==> src/rtl/pc_pkg.sv <==
// Shared types and default parameters for the registered program counter
// with return stack (pc_pilha).
package pc_pkg;

  localparam int unsigned LARGURA_PADRAO     = 8;
  localparam int unsigned PROFUNDIDADE_PADRAO = 4;
  localparam int unsigned RESET_END_PADRAO    = 0;

  typedef enum logic [2:0] {
    SEL_ESPERA  = 3'd0,
    SEL_INC     = 3'd1,
    SEL_DESVIO  = 3'd2,
    SEL_CHAMADA = 3'd3,
    SEL_RETORNO = 3'd4
  } selEnd_t;

  // Pointer needs one extra bit so that "full" (ptr == depth) is representable.
  function automatic int unsigned larguraPtr(input int unsigned profundidade);
    return $clog2(profundidade) + 1;
  endfunction

  function automatic int unsigned larguraIdx(input int unsigned profundidade);
    return (profundidade > 1) ? $clog2(profundidade) : 1;
  endfunction

endpackage

==> src/rtl/pilha_retorno.sv <==
// Return-address LIFO for pc_pilha. Pushes while full and pops while empty
// are ignored; the top entry is read combinationally from the registered pointer.
module pilha_retorno
  import pc_pkg::*;
#(
  parameter int unsigned LARGURA      = LARGURA_PADRAO,
  parameter int unsigned PROFUNDIDADE = PROFUNDIDADE_PADRAO,
  localparam int unsigned PW          = larguraPtr(PROFUNDIDADE),
  localparam int unsigned IW          = larguraIdx(PROFUNDIDADE)
) (
  input  logic               clk,
  input  logic               rst_n,
  input  logic               push,
  input  logic               pop,
  input  logic [LARGURA-1:0] dadoPush,
  output logic [LARGURA-1:0] topo,
  output logic [PW-1:0]      ptr,
  output logic               vazio,
  output logic               cheio
);

  logic [LARGURA-1:0] mem [PROFUNDIDADE];
  logic [IW-1:0]      idxEscrita;
  logic [IW-1:0]      idxTopo;
  logic               fazPush;
  logic               fazPop;

  assign vazio = (ptr == '0);
  assign cheio = (ptr == PW'(PROFUNDIDADE));

  // Pop wins if both are ever requested together.
  assign fazPop  = pop && !vazio;
  assign fazPush = push && !pop && !cheio;

  assign idxEscrita = IW'(ptr);
  assign idxTopo    = IW'(ptr - PW'(1));
  assign topo       = mem[idxTopo];

  always_ff @(posedge clk) begin
    if (!rst_n) begin
      ptr <= '0;
    end else if (fazPop) begin
      ptr <= ptr - PW'(1);
    end else if (fazPush) begin
      ptr <= ptr + PW'(1);
    end
  end

  // Storage is not reset: an entry is only ever read after it was written.
  always_ff @(posedge clk) begin
    if (fazPush) begin
      mem[idxEscrita] <= dadoPush;
    end
  end

endmodule

==> src/rtl/pc_pilha.sv <==
// Registered program counter with increment, branch, call and return.
// Optional sticky overflow/underflow flag compiled in with PC_PILHA_ERRO_EN.
module pc_pilha
  import pc_pkg::*;
#(
  parameter int unsigned LARGURA      = LARGURA_PADRAO,
  parameter int unsigned PROFUNDIDADE = PROFUNDIDADE_PADRAO,
  parameter int unsigned RESET_END    = RESET_END_PADRAO
) (
  input  logic               clk,
  input  logic               rst_n,
  input  logic               habilita,
  input  logic               desvio,
  input  logic               chamada,
  input  logic               retorno,
  input  logic [LARGURA-1:0] novoEnd,
  output logic [LARGURA-1:0] endAtual,
  output logic               vazio,
  output logic               cheio,
  output logic               erro
);

  localparam int unsigned PW = larguraPtr(PROFUNDIDADE);

  selEnd_t            sel;
  logic [LARGURA-1:0] endInc;
  logic [LARGURA-1:0] proxEnd;
  logic [LARGURA-1:0] topo;
  logic [PW-1:0]      ptr;
  logic               pilhaVazia;

  always_comb begin
    sel = SEL_ESPERA;
    if (habilita) begin
      if (retorno) begin
        sel = SEL_RETORNO;
      end else if (chamada) begin
        sel = SEL_CHAMADA;
      end else if (desvio) begin
        sel = SEL_DESVIO;
      end else begin
        sel = SEL_INC;
      end
    end
  end

  assign endInc     = endAtual + LARGURA'(1);
  assign pilhaVazia = (ptr == '0);

  // An empty-stack return falls through to a plain increment.
  always_comb begin
    proxEnd = endAtual;
    case (sel)
      SEL_INC:     proxEnd = endInc;
      SEL_DESVIO:  proxEnd = novoEnd;
      SEL_CHAMADA: proxEnd = novoEnd;
      SEL_RETORNO: proxEnd = pilhaVazia ? endInc : topo;
      default:     proxEnd = endAtual;
    endcase
  end

  always_ff @(posedge clk) begin
    if (!rst_n) begin
      endAtual <= LARGURA'(RESET_END);
    end else begin
      endAtual <= proxEnd;
    end
  end

  pilha_retorno #(
    .LARGURA      (LARGURA),
    .PROFUNDIDADE (PROFUNDIDADE)
  ) uPilha (
    .clk      (clk),
    .rst_n    (rst_n),
    .push     (sel == SEL_CHAMADA),
    .pop      (sel == SEL_RETORNO),
    .dadoPush (endInc),
    .topo     (topo),
    .ptr      (ptr),
    .vazio    (vazio),
    .cheio    (cheio)
  );

`ifdef PC_PILHA_ERRO_EN
  logic estouro;
  logic esvaziamento;
  logic erroReg;

  assign estouro      = (sel == SEL_CHAMADA) && cheio;
  assign esvaziamento = (sel == SEL_RETORNO) && pilhaVazia;

  always_ff @(posedge clk) begin
    if (!rst_n) begin
      erroReg <= 1'b0;
    end else if (estouro || esvaziamento) begin
      erroReg <= 1'b1;
    end
  end

  assign erro = erroReg;
`else
  assign erro = 1'b0;
`endif

endmodule

==> config.mk <==
export PLATFORM = sky130hd
export DESIGN_NAME = pc_pilha
export DESIGN_NICKNAME = d
export VERILOG_FILES = /design/src/rtl/pc_pkg.sv /design/src/rtl/pilha_retorno.sv /design/src/rtl/pc_pilha.sv
export SDC_FILE = /design/constraint.sdc
export NUM_CORES = 1
export LEC_CHECK = 0
export CORE_MARGIN = 4
export CORE_UTILIZATION = 55
export DETAILED_ROUTE_END_ITERATION = 10
export PLACE_DENSITY = 0.79
export SETUP_SLACK_MARGIN = 0.4
export SLEW_MARGIN = 10
export SYNTH_ARGS = -nofsm -noshare
export SYNTH_HDL_FRONTEND = slang
export SYNTH_SLANG_ARGS = --single-unit
==> constraint.sdc <==
create_clock -name clk -period 2.4 [get_ports clk]
set_clock_uncertainty 0.15 [all_clocks]
set_input_delay 0.24 -clock clk [delete_from_list [all_inputs] [get_ports clk]]
set_output_delay 0.24 -clock clk [all_outputs]
set_load 0.01 [all_outputs]
==> results.ini, run 1 <==
[run_status]
status=finished, final reports clean

[global_routing]
antenna_found_initial=0
grt_use_total_pct=22.89
gr-total-overflow=0
grt_start_max_net_pins=14
grt_pass1_wl_um=7258
first_global_vias=1361

[worst_setup_path]
r2r_slack_ns=0.44
cp-end-kind=register
r2r_cells=5
setup.worst_path.start_class=register
r2r_start=endAtual[0]$_SDFFE_PN0P_
cp_max_fo=5
critPathKind=register to register
crit_start=endAtual[0]$_SDFFE_PN0P_
r2r-end=endAtual[6]$_SDFFE_PN0P_
cp.arrival_ns=2.03
cp.required_ns=2.47

[route]
first_pass_iters=4
via_per_inst=6.245
wirelength_um=4665
drtIter0Drc=157
post-route-drc-count=0
wire_per_inst_um=20.37
via_count=1430
ant_nets=0

[clocking]
cts_tree=built
cts_buffer_depth=2
h-tree-depth=2
numCtsBuffers=5
clkSinkCount=43
insertion_delay_ns=0.30
root_buffer=clkbuf_8
post_cts_buffers=0
cts_resized=8
cts_hold_buf=0
clkTransAtPathRegs_ns=0.08

[placement]
dp_hpwl_um=3414
gp_congestion=0.8837
place_area_mm2=0.002316
io_buffers=23

[die]
core_area_mm2=0.003442
num_rows=21
initial_core_util_pct=59.03
die_x_um=68.78
io_pins=25
dieHeight_um=68.78
die_area_mm2=0.004731

[layout]
final.fill_count=235
layout_commonest_cell=edfxtp_1
most-common-layout-cells=edfxtp_1 (32), clkdlybuf4s50_1 (21), dfxtp_1 (11)
insertedDiodeCount=0
nets=202
layout-drive-gt1-share_pct=16.94
syn_to_final_growth_pct=20.50
design_area_mm2=0.002449

[logic_synthesis]
synth-edff-count=32
syn-num-nets=175
synthCells=155
synth.top_cell.area_share_pct=47.29
seq_area_frac_synth_pct=58.13
synth_area_mm2=0.002032
syn_avg_cell_area_um2=13.11
ys_top_cells_by_area=edfxtp_1 (47%), dfxtp_1 (11%), mux4_2 (8.9%)
ys_async_sr_fraction_pct=0
ys_ff_latch=43
ys.flop_type=edfxtp_1
yosys.area.top_type=edfxtp_1
synthDistinctLibCells=41
synth_warnings=0

[min_path]
worstHoldStart=novoEnd[3]
hold_class=input port to register
hold_end=endAtual[3]$_SDFFE_PN0P_
hold_depth=3

[sta]
finalCritPeriodShare_pct=81.55
clock.fmax_mhz=510.9
rsz0062_at_grt=yes
min_period_ns=1.957
hold_viol=0
worstMarginPinSlew_ns=0.4912
relSlewSlack_pct=67.02
holdWs_ns=0.4297
setup_viol=0
slew_viol_final=0
fin_setup_tns_ns=0

[pwr]
p_leak_nw=0.8667
finalPower_w=0.001697
peakVddDrop_uv=403.8
power_density_mw_per_mm2=693.0

[flow_run]
drv_cap=0

## synth_stat cells (3+ instances only)
library cell  count
nand2_1          10
a221oi_1          4
mux2i_1           5
buf_2             3
ha_1              6
and2_1            5
xnor2_1           3
mux4_2            8
and3_1            3
edfxtp_1         32
a21oi_1           5
o21ai_0           8
nand3_1           7
dfxtp_1          11
inv_1            10
## worst max path at each step
| stage | slack (ns) | cells after the start | endpoint |
|---|---|---|---|
| 2_1_floorplan | 0.41 | 7 | endAtual[7]$_SDFFE_PN0P_ |
| 3_3_place_gp | 0.35 | 4 | uPilha.mem[0][7]$_DFFE_PP_ |
| 3_5_place_dp | 0.34 | 4 | uPilha.mem[0][0]$_DFFE_PP_ |
| 4_1_cts | 0.51 | 5 | endAtual[6]$_SDFFE_PN0P_ |
| 5_1_grt | 0.39 | 5 | endAtual[6]$_SDFFE_PN0P_ |
| 6_report | 0.44 | 5 | endAtual[6]$_SDFFE_PN0P_ |
## stage by stage
stage	setup WS, ns	std cells	utilization (%)
floorplan	0.4090	155	-
detailed placement	0.3362	221	67.28
global route	0.3897	229	71.14
CTS	0.5099	229	70.92
global placement	0.3530	221	67.28
finish	0.4428	229	71.14
## power by group
| part | total, W | internal (W) | switching, W |
|---|---|---|---|
| Combinational | 0.000299 | 0.000145 | 0.000154 |
| Sequential | 0.000858 | 0.000833 | 0.0000252 |
| Clock | 0.000540 | 0.000304 | 0.000235 |
| Total | 0.00170 | 0.00128 | 0.000415 |
## per-layer routing
| metal | share of wire, % | vias up | wire [um] | track usage (%) |
|---|---|---|---|---|
| met2 | 51 | 82 | 2365 | 38.50 |
| met3 | 7.8 | 7 | 363 | 5.997 |
| met4 | 1.6 | 0 | 74 | 8.759 |
| met1 | 40 | 696 | 1862 | 28.23 |
| met5 | 0 | - | 0 | 0 |
| li1 | - | 645 | - | - |
## sequential cells by signal (all words and copies together) (netlist names)
signal / cells
uPilha.mem: 32
endAtual: 8
uPilha.ptr: 3
## area by class of cell
class	instances	area (um2)	share of cell area, %
Clock buffer	5	68.82	2.810
Clock inverter	3	38.79	1.584
Sequential cell	43	1181	48.24
Inverter	10	37.54	1.533
Multi-Input combinational cell	95	807.0	32.96
Timing Repair Buffer	27	257.7	10.53
Tap cell	46	57.56	2.351
## cell families (layout without fill, tap and decap cells)
family                     count (synthesis)  after routing  synth area share (%)
DFF                                       43             43                 58.13
and+or+nand+nor                           40             40                 10.84
AOI/OAI and AO/OA                         31             31                 10.41
buffers and inverters                     17             45                 3.694
muxes                                     13             13                 11.33
adders and majority gates                  6              6                 3.694
xor gates and xnor gates                   4              4                 1.724
other                                      1              1                0.1846
## critical path, stage by stage, from the launching register on
cell     delay (ns)
dfxtp_1        0.43
ha_1           0.29
nand4_2        0.18
or3_1          0.37
a211o_1        0.30
a31oi_1        0.16
Note: power is estimated with default switching activity, not from simulation.
==> run 2, diff against run 1 <==
==> constraint.sdc (replaced) <==
create_clock -name clk -period 1.9 [get_ports clk]
set_clock_uncertainty 0.15 [all_clocks]
set_input_delay 0.19 -clock clk [delete_from_list [all_inputs] [get_ports clk]]
set_output_delay 0.19 -clock clk [all_outputs]
set_load 0.01 [all_outputs]
==> results.ini, run 2 (synthesis gave the netlist of run 1 again) <==
[run_status]
status=finished, final reports clean

[route]
ant_nets=0
via_per_inst=6.327
met2_length_um=2880
drtIter0Drc=156
wire_per_inst_um=21.67
routed.top_layer=met4
post-route-drc-count=0
wl_met3_um=434
via_count=1626
wl_met1_um=2073
first_pass_iters=4
wirelength_um=5569

[global_routing]
grt_use_total_pct=25.50
gr-total-overflow=0
grt_pass1_wl_um=8286
grt_start_max_net_pins=14
first_global_vias=1614
antenna_found_initial=0

[pwr]
combinationalPowerShare_pct=23.3
switchingPower_w=0.0005916
power_density_mw_per_mm2=808.2
finalPower_w=0.002310
power_frac_clock_pct=29.4
swShare_pct=25.62
p_leak_nw=1.086
pwr-share-seq_pct=47.3
peakVddDrop_uv=534.7
cellInternalPower_w=0.001718

[worst_setup_path]
cp-end-kind=register
crit_start=uPilha.ptr[0]$_SDFFE_PN0P_
critPathKind=register to register
cp.required_ns=1.93
setup.worst_path.start_class=register
cp_max_fo=5
r2r_start=uPilha.ptr[0]$_SDFFE_PN0P_
cp.arrival_ns=1.80

[layout]
syn_to_final_growth_pct=40.64
final_util_pct=83.02
final-seq-area_mm2=0.001204
design_area_mm2=0.002858
final.fill_count=171
nets=231
largest_register_ffs=32
layout_commonest_cell=edfxtp_1
top_regs=uPilha.mem: 32 flops, endAtual: 8 flops, uPilha.ptr: 3 flops
most-common-layout-cells=edfxtp_1 (32), buf_4 (29), clkdlybuf4s50_1 (12)
regMostFlops=uPilha.mem
multiInputGateArea_um2=954.7
insertedDiodeCount=0
layout-drive-gt1-share_pct=44.55

[clocking]
clkSinkCount=43
cts_tree=built
insertion_delay_ns=0.30
root_buffer=clkbuf_8
clkTransAtPathRegs_ns=0.08
cts_buffer_depth=2
h-tree-depth=2
numCtsBuffers=5

[placement]
io_buffers=23
gp_congestion=0.8358
dp_hpwl_um=3521
place_area_mm2=0.002455

[sta]
rsz0062_at_grt=yes
slew_viol_final=0
min_period_ns=1.766
holdWs_ns=0.2820
hold_viol=0
finalCritPeriodShare_pct=92.96
fin_setup_tns_ns=0
setup_viol=0
clock.fmax_mhz=566.2

[min_path]
worstHoldStart=retorno
hold_class=input port to register

[die]
core_area_mm2=0.003442
num_rows=21
die_area_mm2=0.004731
io_pins=25
initial_core_util_pct=59.03
dieHeight_um=68.78
die_x_um=68.78

[flow_run]
drv_cap=0

==> run 2: power groups by stage <==
stage / Clock [W] / Sequential [W] / Combinational [W]
floorplan: 0 / 0.00111 / 0.000253
global placement: 0 / 0.00111 / 0.000402
detailed placement: 0 / 0.00111 / 0.000408
CTS: 0.000682 / 0.00109 / 0.000468
global route: 0.000741 / 0.00109 / 0.000569
finish: 0.000679 / 0.00109 / 0.000538
==> run 2: layout make-up <==
type | count | area share [%]
clock inverters | 2 | 1.313
multi-input cells | 95 | 33.41
inverters | 10 | 1.664
flip-flops and latches | 43 | 42.12
well taps | 46 | 2.014
repair buffers | 56 | 17.08
clock buffers | 5 | 2.408
==> run 2: worst max-delay path, stage by stage (launching register included) <==
cell      delay, ns
dfxtp_4        0.40
buf_6          0.12
buf_8          0.11
mux4_2         0.52
a221oi_2       0.25
a21oi_1        0.10
==> run 2: worst paths after layout <==
path | end | slack [ns] | cells after the start
setup / recovery | endAtual[7]$_SDFFE_PN0P_ | 0.13 | 5
hold / removal | endAtual[0]$_SDFFE_PN0P_ | 0.28 | 3
setup reg to reg | endAtual[7]$_SDFFE_PN0P_ | 0.13 | 5
hold reg to reg | endAtual[7]$_SDFFE_PN0P_ | 0.48 | 2
==> run 2: timing repair <==
item	in CTS	in global routing
setup endpoints to repair	61	57
setup buffers	14	5
gates resized for setup	41	19
gates cloned	0	0
hold buffers	0	0
pin swaps	18	8
hold endpoints to repair	0	0
==> run 2: metrics by stage <==
step	instances	setup slack (ns)
floorplan	155	0.1138
global placement	231	0.04745
detailed placement	231	0.01413
CTS	252	0.1380
global route	257	0.07514
finish	257	0.1338
==> run 2: layer usage <==
| layer | track usage [%] | vias up |
|---|---|---|
| met5 | 0 | - |
| met2 | 43.27 | 103 |
| met4 | 12.65 | 0 |
| li1 | - | 701 |
| met1 | 29.99 | 803 |
| met3 | 6.483 | 19 |
==> run 3, diff against run 2 <==
--- a/config.mk
+++ b/config.mk
@@ -5,11 +5,12 @@
 export SDC_FILE = /design/constraint.sdc
 export NUM_CORES = 1
 export LEC_CHECK = 0
-export CORE_MARGIN = 4
 export CORE_UTILIZATION = 55
 export DETAILED_ROUTE_END_ITERATION = 10
+export HOLD_SLACK_MARGIN = 0.15
 export PLACE_DENSITY = 0.79
 export SETUP_SLACK_MARGIN = 0.4
+export SKIP_CTS_REPAIR_TIMING = 1
 export SLEW_MARGIN = 10
 export SYNTH_ARGS = -nofsm -noshare
 export SYNTH_HDL_FRONTEND = slang
==> results.ini, run 3 (synthesis gave the netlist of run 1 again) <==
[sta]
setup_ws_ns=0.1783
slew_viol_final=0
hold_viol=0
finalCritPeriodShare_pct=90.62
holdWs_ns=0.1374
clock.fmax_mhz=580.8
min_period_ns=1.722
setup_viol=0
rsz0062_at_grt=yes
fin_setup_tns_ns=0

[flow_run]
drv_cap=0

[worst_setup_path]
crit_path_cell_trace=clkinv_4 -> ha_4 -> mux4_2 -> a22oi_1 -> a31oi_1
r2r_cells=5
setup.worst_path.start_class=register
cp.required_ns=1.93
cp_top_family=flip-flops
critPathKind=register to register
r2r_slack_ns=0.18
cp-end-kind=register
slowest_stage=dfxtp_4
slowest_delay_ns=0.38
cp_max_fo=6
worstSetupPathDepth=5
cp.arrival_ns=1.75
worst-path-buf-inv=1

[clocking]
clkTransAtPathRegs_ns=0.09
h-tree-depth=2
cts_tree=built
cts_buffer_depth=2
insertion_delay_ns=0.30
numCtsBuffers=5
root_buffer=clkbuf_8
clkSinkCount=43

[layout]
syn_to_final_growth_pct=38.55
layout_commonest_cell=edfxtp_1
insertedDiodeCount=0
layout-drive-gt1-share_pct=41.15
regMostFlops=uPilha.mem
top_regs=uPilha.mem: 32 flops, endAtual: 8 flops, uPilha.ptr: 3 flops
most-common-layout-cells=edfxtp_1 (32), buf_4 (26), clkdlybuf4s50_1 (11), dlymetal6s2s_1 (11), mux4_2 (8)
final.fill_count=181
nets=228
largest_register_ffs=32
design_area_mm2=0.002815

[die]
initial_core_util_pct=59.03
dieHeight_um=62.78
core_area_mm2=0.003442
io_pins=25
die_x_um=62.78
num_rows=21
die_area_mm2=0.003941

[pwr]
p_leak_nw=1.151
finalPower_w=0.002199
peakVddDrop_uv=756.9
power_density_mw_per_mm2=781.1

[global_routing]
gr-total-overflow=0
antenna_found_initial=0
grt_pass1_wl_um=7424
grt_use_total_pct=26.56
first_global_vias=1448
grt_start_max_net_pins=16

[route]
ant_nets=0
first_pass_iters=5
via_count=1522
via_per_inst=5.969
wire_per_inst_um=20.43
wirelength_um=5209
post-route-drc-count=0
drtIter0Drc=109

[placement]
dp_hpwl_um=3409
place_area_mm2=0.002447
pre_cts_ws_ns=-0.006099
io_buffers=23
gp_congestion=0.8540

[min_path]
hold_depth=3
hold_class=input port to register

[run_status]
status=finished, final reports clean

## run 3: cell types whose count changed in the layout (fill, tap and decap cells not counted), sizes merged
cell           before  now
buf                35   31
bufinv              1    0
clkdlybuf4s50      12   11
clkinv              0    1
clkinvlp            1    2
dlygate4sd2         9    0
dlymetal6s2s        0   11
## run 3: where the power goes
| group | leakage, nW | total (W) | switching, W | internal [W] |
|---|---|---|---|---|
| Sequential | 0.387 | 0.00109 | 0.0000346 | 0.00105 |
| Combinational | 0.723 | 0.000507 | 0.000238 | 0.000268 |
| Clock | 0.0408 | 0.000604 | 0.000342 | 0.000263 |
## run 3: cell type report
| cell class | count | area (um2) | area share, % |
|---|---|---|---|
| flip-flops and latches | 43 | 1200 | 42.62 |
| inverters | 10 | 45.04 | 1.600 |
| clock inverters | 3 | 23.77 | 0.8444 |
| repair buffers | 53 | 496.7 | 17.64 |
| clock buffers | 5 | 68.82 | 2.444 |
| well taps | 46 | 57.56 | 2.044 |
| multi-input cells | 95 | 923.4 | 32.80 |
## run 3: worst reg2reg max path, delay by kind of cell (launching register included)
family	cells	cell delay, ns
DFF	1	0.38
buffers and inverters	1	0.07
AOI/OAI and AO/OA	2	0.38
adders and majority gates	1	0.31
muxes	1	0.31
## run 3: metal layers
layer  track usage, %  wire length [um]  up-vias
li1                 -                 -      699
met1            34.41              2207      739
met2            38.32              2527       69
met3            8.212               309       15
met4            17.73               164        0
met5                0                 0        -
## run 3: through the flow
step / std cells / util (%)
after global routing: 255 / 81.79
after floorplan: 155 / -
after global placement: 230 / 71.10
after CTS: 238 / 73.79
after detailed placement: 230 / 71.10
final: 255 / 81.79
## run 3: worst paths after layout
kind	from	endpoint
setup / recovery	uPilha.ptr[0]$_SDFFE_PN0P_	endAtual[6]$_SDFFE_PN0P_
hold reg to reg	endAtual[7]$_SDFFE_PN0P_	endAtual[7]$_SDFFE_PN0P_
hold / removal	habilita	endAtual[3]$_SDFFE_PN0P_
setup reg to reg	uPilha.ptr[0]$_SDFFE_PN0P_	endAtual[6]$_SDFFE_PN0P_
